[config.mk]
export PLATFORM = sky130hd
export DESIGN_NAME = muldiv_unit_flat
export DESIGN_NICKNAME = d
export VERILOG_FILES = /design/src/rtl/muldiv_unit_if.sv /design/src/rtl/muldiv_unit.sv /design/src/flat_wrapper.sv
export SDC_FILE = /design/constraint.sdc
export NUM_CORES = 1
export LEC_CHECK = 0
export CORE_MARGIN = 2
export CORE_UTILIZATION = 55
export DETAILED_ROUTE_END_ITERATION = 16
export HOLD_SLACK_MARGIN = 0.02
export MAX_ROUTING_LAYER = met4
export PLACE_DENSITY = 0.78
export REMOVE_ABC_BUFFERS = 1
export SYNTH_ARGS = -nofsm -noshare
export SYNTH_HDL_FRONTEND = slang
export SYNTH_SLANG_ARGS = --single-unit
[constraint.sdc]
create_clock -name clk -period 4.04 [get_ports clk]
set_input_delay 0.404 -clock clk [delete_from_list [all_inputs] [get_ports clk]]
set_output_delay 0.404 -clock clk [all_outputs]
set_load 0.05 [all_outputs]
[src/rtl/muldiv_unit_if.sv]
// Request/response bundle for the iterative multiply/divide unit.
// The core drives the request side (master); the unit drives status and result (slave).
interface muldiv_unit_if #(
    parameter int unsigned XLEN = 32
);
    logic            start;
    logic [2:0]      op;
    logic [XLEN-1:0] a;
    logic [XLEN-1:0] b;
    logic            busy;
    logic            done;
    logic [XLEN-1:0] result;
    logic            zero;

    modport master (
        output start, op, a, b,
        input  busy, done, result, zero
    );

    modport slave (
        input  start, op, a, b,
        output busy, done, result, zero
    );
endinterface

[src/rtl/muldiv_unit.sv]
// Iterative RV32M multiply/divide unit: shift-add multiply and restoring divide on operand
// magnitudes, one iteration per cycle, sign fixed up on the final cycle. Divide-by-zero and
// signed overflow bypass the iteration and finish one cycle after acceptance.
module muldiv_unit #(
    parameter int unsigned XLEN = 32
) (
    input logic           clk,
    input logic           reset,
    muldiv_unit_if.slave  bus
);
    localparam int unsigned CntW = $clog2(XLEN) + 1;
    localparam logic [XLEN-1:0] MinVal = {1'b1, {(XLEN-1){1'b0}}};

    typedef enum logic [1:0] {StIdle, StCalc, StDone} state_e;

    state_e          state_q, state_d;
    logic [2:0]      op_q, op_d;
    logic [XLEN-1:0] mag_q, mag_d;       // multiplicand or divisor magnitude
    logic [XLEN-1:0] hi_q, hi_d;         // product high half / partial remainder
    logic [XLEN-1:0] lo_q, lo_d;         // multiplier / quotient / special result
    logic [XLEN-1:0] result_q, result_d;
    logic [CntW-1:0] cnt_q, cnt_d;
    logic            neg_q, neg_d;
    logic            special_q, special_d;

    logic            accept;
    logic            last;
    logic            a_signed, b_signed, sa, sb, is_special;
    logic [XLEN-1:0] a_mag, b_mag, spec_val, final_val;
    logic [XLEN:0]   mul_sum, div_shift, div_diff;
    logic [2*XLEN-1:0] prod_s;

    assign accept = (state_q != StCalc) && bus.start;
    assign last   = special_q || (cnt_q == CntW'(XLEN));

    // State register
    always_ff @(posedge clk or posedge reset) begin
        if (reset) state_q <= StIdle;
        else       state_q <= state_d;
    end

    // Next-state logic; DONE accepts start exactly like IDLE
    always_comb begin
        state_d = state_q;
        unique case (state_q)
            StIdle:  if (bus.start) state_d = StCalc;
            StCalc:  if (last) state_d = StDone;
            StDone:  state_d = bus.start ? StCalc : StIdle;
            default: state_d = StIdle;
        endcase
    end

    // Status outputs decoded from state
    always_comb begin
        bus.busy = (state_q == StCalc);
        bus.done = (state_q == StDone);
    end

    assign bus.result = result_q;
    assign bus.zero   = (result_q == '0);

    // Operand decode: signedness, magnitudes and the single-cycle special cases
    always_comb begin
        a_signed   = bus.op inside {3'b001, 3'b010, 3'b100, 3'b110};
        b_signed   = bus.op inside {3'b001, 3'b100, 3'b110};
        sa         = a_signed && bus.a[XLEN-1];
        sb         = b_signed && bus.b[XLEN-1];
        a_mag      = sa ? -bus.a : bus.a;
        b_mag      = sb ? -bus.b : bus.b;
        is_special = bus.op[2] && ((bus.b == '0) ||
                     (!bus.op[0] && (bus.a == MinVal) && (bus.b == '1)));
        if (bus.b == '0) spec_val = bus.op[1] ? bus.a : '1;
        else             spec_val = bus.op[1] ? '0 : MinVal;
    end

    // One iteration step plus the sign-corrected final value
    always_comb begin
        mul_sum   = {1'b0, hi_q} + (lo_q[0] ? {1'b0, mag_q} : '0);
        div_shift = {hi_q, lo_q[XLEN-1]};
        div_diff  = div_shift - {1'b0, mag_q};
        prod_s    = neg_q ? -{hi_q, lo_q} : {hi_q, lo_q};
        final_val = '0;
        if (special_q) begin
            final_val = lo_q;
        end else begin
            unique case (op_q)
                3'b000:                 final_val = prod_s[XLEN-1:0];
                3'b001, 3'b010, 3'b011: final_val = prod_s[2*XLEN-1:XLEN];
                3'b100, 3'b101:         final_val = neg_q ? -lo_q : lo_q;
                default:                final_val = neg_q ? -hi_q : hi_q;
            endcase
        end
    end

    // Datapath next-state: latch on accept, iterate in CALC, write result on the last cycle
    always_comb begin
        op_d      = op_q;
        mag_d     = mag_q;
        hi_d      = hi_q;
        lo_d      = lo_q;
        result_d  = result_q;
        cnt_d     = cnt_q;
        neg_d     = neg_q;
        special_d = special_q;
        if (accept) begin
            op_d      = bus.op;
            cnt_d     = '0;
            special_d = is_special;
            hi_d      = '0;
            // Remainder takes the dividend's sign; product and quotient take sa^sb
            neg_d     = (bus.op[2] && bus.op[1]) ? sa : (sa ^ sb);
            mag_d     = bus.op[2] ? b_mag : a_mag;
            lo_d      = bus.op[2] ? a_mag : b_mag;
            if (is_special) lo_d = spec_val;
        end else if (state_q == StCalc) begin
            if (last) begin
                result_d = final_val;
            end else begin
                cnt_d = cnt_q + CntW'(1);
                if (!op_q[2]) begin
                    hi_d = mul_sum[XLEN:1];
                    lo_d = {mul_sum[0], lo_q[XLEN-1:1]};
                end else if (!div_diff[XLEN]) begin
                    hi_d = div_diff[XLEN-1:0];
                    lo_d = {lo_q[XLEN-2:0], 1'b1};
                end else begin
                    hi_d = div_shift[XLEN-1:0];
                    lo_d = {lo_q[XLEN-2:0], 1'b0};
                end
            end
        end
    end

    // Datapath registers; reset discards any in-flight operation
    always_ff @(posedge clk or posedge reset) begin
        if (reset) begin
            op_q      <= '0;
            mag_q     <= '0;
            hi_q      <= '0;
            lo_q      <= '0;
            result_q  <= '0;
            cnt_q     <= '0;
            neg_q     <= 1'b0;
            special_q <= 1'b0;
        end else begin
            op_q      <= op_d;
            mag_q     <= mag_d;
            hi_q      <= hi_d;
            lo_q      <= lo_d;
            result_q  <= result_d;
            cnt_q     <= cnt_d;
            neg_q     <= neg_d;
            special_q <= special_d;
        end
    end
endmodule
[src/flat_wrapper.sv]
// flat-port wrapper written by rule: the top's interface ports become plain ports
module muldiv_unit_flat 
#(
    parameter int unsigned XLEN = 32
)
  (clk, reset, bus_start, bus_op, bus_a, bus_b, bus_busy, bus_done, bus_result, bus_zero);
  muldiv_unit_if #(.XLEN(XLEN)) bus_i ();
  input logic clk;
  input logic reset;
  input wire logic [$bits(bus_i.start)-1:0] bus_start;
  input wire logic [$bits(bus_i.op)-1:0] bus_op;
  input wire logic [$bits(bus_i.a)-1:0] bus_a;
  input wire logic [$bits(bus_i.b)-1:0] bus_b;
  output wire logic [$bits(bus_i.busy)-1:0] bus_busy;
  output wire logic [$bits(bus_i.done)-1:0] bus_done;
  output wire logic [$bits(bus_i.result)-1:0] bus_result;
  output wire logic [$bits(bus_i.zero)-1:0] bus_zero;
  assign bus_i.start = bus_start;
  assign bus_i.op = bus_op;
  assign bus_i.a = bus_a;
  assign bus_i.b = bus_b;
  assign bus_busy = bus_i.busy;
  assign bus_done = bus_i.done;
  assign bus_result = bus_i.result;
  assign bus_zero = bus_i.zero;
  muldiv_unit #(.XLEN(XLEN)) u_core (.clk(clk), .reset(reset), .bus(bus_i));
endmodule
==> flow_summary.yaml <==
place:
  port_buffers: 104
  dp_worst_setup_slack_ns: 0.2199
  post-place-cells: 2515
  gp_congestion: 1.003
  detailed_placer_s_ending_hpwl_microns: 44670
clocking:
  clkLatencyLatePin_ns: 0.44
  h-tree-depth: 4
  clock_tree.root_cell: "sky130_fd_sc_hd__clkbuf_16"
  cts_max_path_buffers: 2
  tritoncts: "yes"
  clk_transition_reported_paths_ns: 0.07
  cts_made_buffers: 17
  clock-sinks: 141
critical_path:
  cp-start-kind: "flop"
  cp_data_required_time_ns: 4.36
  crit_arrival_ns: 4.20
  r2r_slack_ns: 0.16
  timing_worst_setup_path_type: "reg2reg"
  timing.critical_path.to_type: "flop"
  timing.critical_path.fanout_max: 8
sta:
  layout_min_cycle_time_ns: 3.881
  max-slew-margin-rel_pct: 26.60
  fin_tns_setup_ns: 0
  number_of_max_slew_violations_in_the_final_report: 0
  post-route-worst-setup-slack_ns: 0.1589
  hold_violations: 0
  timing.clock.skew_ns: 0.01012
  max_slew.worst_pin.slew_ns: 1.097
  setup-violations-final: 0
  clock.fmax_mhz: 257.7
  timing.final.crit_share_pct: 96.07
synth:
  synthesis.instances: 2079
  avgSynthCellArea_sq_um: 7.383
  portion_of_synthesized_cell_area_occupied_by_the_leading_cell_type_pct: 22.99
  synth_top_cells_by_area: "sky130_fd_sc_hd__dfrtp_1, sky130_fd_sc_hd__o21ai_0, sky130_fd_sc_hd__xnor2_1"
  fraction_of_synthesis_flops_using_an_asynchronous_set_or_reset_pin_pct: 100.0
  ys_seq_elements: 141
  warnings_synthesis: 0
  cell_taking_the_most_area_after_synthesis: "sky130_fd_sc_hd__dfrtp_1"
  netlist_cell_types: 82
  ys_seq_area_share_pct: 22.99
  synth_top_flop_cell: "sky130_fd_sc_hd__dfrtp_1"
  post_synthesis_instance_area_sq_mm: 0.01535
  synth_edf_count: 0
run_status:
  result_of_the_run: "finished clean"
power_and_ir_drop:
  p_sw_mw: 9.631
  cellInternalPower_mw: 8.433
  p_comb_share_pct: 73.3
  power_frac_clock_pct: 9.5
  seq_power_share_pct: 17.2
  report.power.total_mw: 18.06
  power_switching_share_pct: 53.32
  total_leakage_power_nw: 7.296
  p_per_area_mw_per_mm2: 1015
  vdd.ir_drop.worst_uv: 596.3
grt:
  grt.total_usage_pct: 41.02
  globalRouteOverflowTotal: 0
  grt_antenna_before_repair: 1
  vias_in_the_first_global_route: 15708
  grt_max_degree: 87
  grt_first_pass_wirelength_microns: 89550
die:
  rows: 61
  fp.dieArea_sq_mm: 0.02926
  die_height_microns: 171.1
  die_width_microns: 171.1
  initial_core_util_pct: 55.55
  placeableCoreArea_sq_mm: 0.02763
  io-pin-count: 105
finish:
  fillCellCount: 2534
  number_of_nets_at_the_end_of_the_flow: 2303
  drive_above_1_share_pct: 9.066
  post_layout_nonfiller_instances: 2552
  area_growth_syn_to_layout_pct: 15.91
flow_run:
  max_cap_violations: 0
routing:
  postRouteAntennaNets: 0
  drt-wirelength-per-cell_microns: 22.99
  detail_route.first_pass.iterations: 6
  remaining_design_rule_violation_count: 0
  vias: 17107
  viasPerCell: 6.703
  drt-initial-drc-count: 2250
  wirelength_microns: 58680
min_path:
  hold_path.class: "in2async"
[power groups by stage]
stage,Clock [mW],Sequential (mW),Combinational [mW]
floorplan,0,3.53,8.08
global placement,0,3.05,12.6
detailed placement,0,3.07,12.8
CTS,1.72,3.06,12.9
global route,1.78,3.18,14.3
finish,1.72,3.11,13.2
[flip-flops by register name (all words and copies together) (netlist names)]
| register | cells |
|---|---|
| u_core.special_q | 1 |
| u_core.lo_q | 32 |
| u_core.op_q | 3 |
| u_core.neg_q | 1 |
| u_core.state_q | 2 |
| u_core.bus.result | 32 |
| u_core.hi_q | 32 |
| u_core.mag_q | 32 |
| u_core.cnt_q | 6 |
[cell usage in the layout, fill, tap and decap left out, types with 9 or more instances in the layout]
cell type and n:
sky130_fd_sc_hd__a2111oi_0 10, sky130_fd_sc_hd__a21o_1 34, sky130_fd_sc_hd__a21oi_1 156, sky130_fd_sc_hd__a221oi_1 16, sky130_fd_sc_hd__a22o_1 21, sky130_fd_sc_hd__a22oi_1 20, sky130_fd_sc_hd__a31oi_1 17, sky130_fd_sc_hd__and2_1 11
sky130_fd_sc_hd__and3_1 13, sky130_fd_sc_hd__buf_4 110, sky130_fd_sc_hd__clkbuf_16 17, sky130_fd_sc_hd__clkdlybuf4s50_1 103, sky130_fd_sc_hd__dfrtp_1 139, sky130_fd_sc_hd__ha_1 71, sky130_fd_sc_hd__inv_1 83, sky130_fd_sc_hd__mux2i_1 62
sky130_fd_sc_hd__nand2_1 215, sky130_fd_sc_hd__nand2b_1 18, sky130_fd_sc_hd__nand3_1 54, sky130_fd_sc_hd__nand4_1 19, sky130_fd_sc_hd__nor2_1 195, sky130_fd_sc_hd__nor2b_1 9, sky130_fd_sc_hd__nor3_1 42, sky130_fd_sc_hd__nor4_1 26
sky130_fd_sc_hd__o211ai_1 36, sky130_fd_sc_hd__o21a_1 16, sky130_fd_sc_hd__o21ai_0 221, sky130_fd_sc_hd__o221ai_1 28, sky130_fd_sc_hd__o31ai_1 36, sky130_fd_sc_hd__o41ai_1 13, sky130_fd_sc_hd__or3_1 24, sky130_fd_sc_hd__or4_1 9
sky130_fd_sc_hd__xnor2_1 114, sky130_fd_sc_hd__xor2_1 51
[layer usage]
metal  global-route usage (%)  part of all wire (%)  vias up
met3                    6.708                   8.9      169
met5                        -                     0        -
met4                    23.88                   6.1        0
met2                    58.80                    43     1005
li1                         -                     -     7759
met1                    54.55                    42     8174
[path summary, 6_finish.rpt]
kind | depth (start not counted) | to | startpoint
max | 13 | u_core.hi_q[25]$_DFFE_PP0P_ | u_core.lo_q[0]$_DFFE_PP0P_
min | 2 | u_core.cnt_q[3]$_DFFE_PP0P_ | reset
max reg2reg | 13 | u_core.hi_q[25]$_DFFE_PP0P_ | u_core.lo_q[0]$_DFFE_PP0P_
min reg2reg | 2 | u_core.mag_q[9]$_DFFE_PP0P_ | u_core.mag_q[9]$_DFFE_PP0P_
max in group asynchronous | 3 | u_core.lo_q[18]$_DFFE_PP0P_ | reset
min in group clk | 2 | u_core.mag_q[9]$_DFFE_PP0P_ | u_core.mag_q[9]$_DFFE_PP0P_
[stage by stage]
| stage | instance area (sq um) | utilization [%] | hold slack [ns] |
|---|---|---|---|
| 6_report | 17790 | 64.39 | 0.4569 |
| 5_1_grt | 17790 | 64.39 | 0.5136 |
| 4_1_cts | 17750 | 64.26 | 0.4895 |
| 3_5_place_dp | 17130 | 61.99 | 0.4760 |
| 3_3_place_gp | 17120 | 61.97 | 0.4654 |
| 2_1_floorplan | 14730 | - | 0.4498 |
[what timing repair did]
action | in CTS | in global routing
endpoints found under the setup margin | 0 | 7
resized for setup | 0 | 1
buffers inserted | 0 | 4
hold buffers | 0 | 0
[worst max-delay path, cell delays in order, from the launching register on]
cell,delay [ns]
sky130_fd_sc_hd__dfrtp_1,0.54
sky130_fd_sc_hd__and2_1,0.21
sky130_fd_sc_hd__ha_1,0.21
sky130_fd_sc_hd__inv_1,0.07
sky130_fd_sc_hd__fa_1,0.41
sky130_fd_sc_hd__nor2b_1,0.26
sky130_fd_sc_hd__o31a_1,0.26
sky130_fd_sc_hd__o211ai_1,0.20
sky130_fd_sc_hd__a31o_2,0.30
sky130_fd_sc_hd__o211a_1,0.28
sky130_fd_sc_hd__or4b_2,0.63
sky130_fd_sc_hd__a32oi_1,0.23
sky130_fd_sc_hd__a41o_1,0.12
sky130_fd_sc_hd__nor2_1,0.05
[logic make-up (layout without fill, tap and decap cells)]
| logic type | Yosys count | count (layout) | share of synthesized area [%] |
|---|---|---|---|
| AO/OA/AOI/OAI | 708 | 708 | 29.75 |
| XOR/XNOR | 166 | 166 | 9.473 |
| adder cells (fa/ha/maj) | 73 | 73 | 6.049 |
| buffers and inverters | 240 | 334 | 6.090 |
| flip-flops | 141 | 141 | 22.99 |
| multiplexers | 70 | 70 | 4.630 |
| other | 0 | 1 | 0 |
| AND/OR/NAND/NOR | 681 | 681 | 21.02 |
[area by class of cell]
type                            instances  area (sq um)  area share [%]
Antenna cell                            1         2.502         0.01407
Clock buffer                           19         452.9           2.546
Clock inverter                         13         175.2          0.9846
Inverter                               85         327.8           1.843
Multi-Input combinational cell       1698         10920           61.39
Sequential cell                       141          3531           19.85
Tap cell                              378         473.0           2.658
Timing Repair Buffer                  217          1907           10.72
[Yosys cell counts, types with 18 or more instances]
master,instances
sky130_fd_sc_hd__o21ai_0,221
sky130_fd_sc_hd__nand2_1,216
sky130_fd_sc_hd__nor2_1,197
sky130_fd_sc_hd__a21oi_1,156
sky130_fd_sc_hd__dfrtp_1,141
sky130_fd_sc_hd__clkbuf_1,127
sky130_fd_sc_hd__xnor2_1,115
sky130_fd_sc_hd__inv_1,85
sky130_fd_sc_hd__ha_1,71
sky130_fd_sc_hd__mux2i_1,62
sky130_fd_sc_hd__nand3_1,54
sky130_fd_sc_hd__xor2_1,51
sky130_fd_sc_hd__nor3_1,42
sky130_fd_sc_hd__o211ai_1,36
sky130_fd_sc_hd__o31ai_1,36
sky130_fd_sc_hd__a21o_1,34
sky130_fd_sc_hd__o221ai_1,28
sky130_fd_sc_hd__nor4_1,26
sky130_fd_sc_hd__or3_1,24
sky130_fd_sc_hd__a22o_1,21
sky130_fd_sc_hd__a22oi_1,20
sky130_fd_sc_hd__nand4_1,19
sky130_fd_sc_hd__nand2b_1,18
Power figures use the tool's default switching activity.
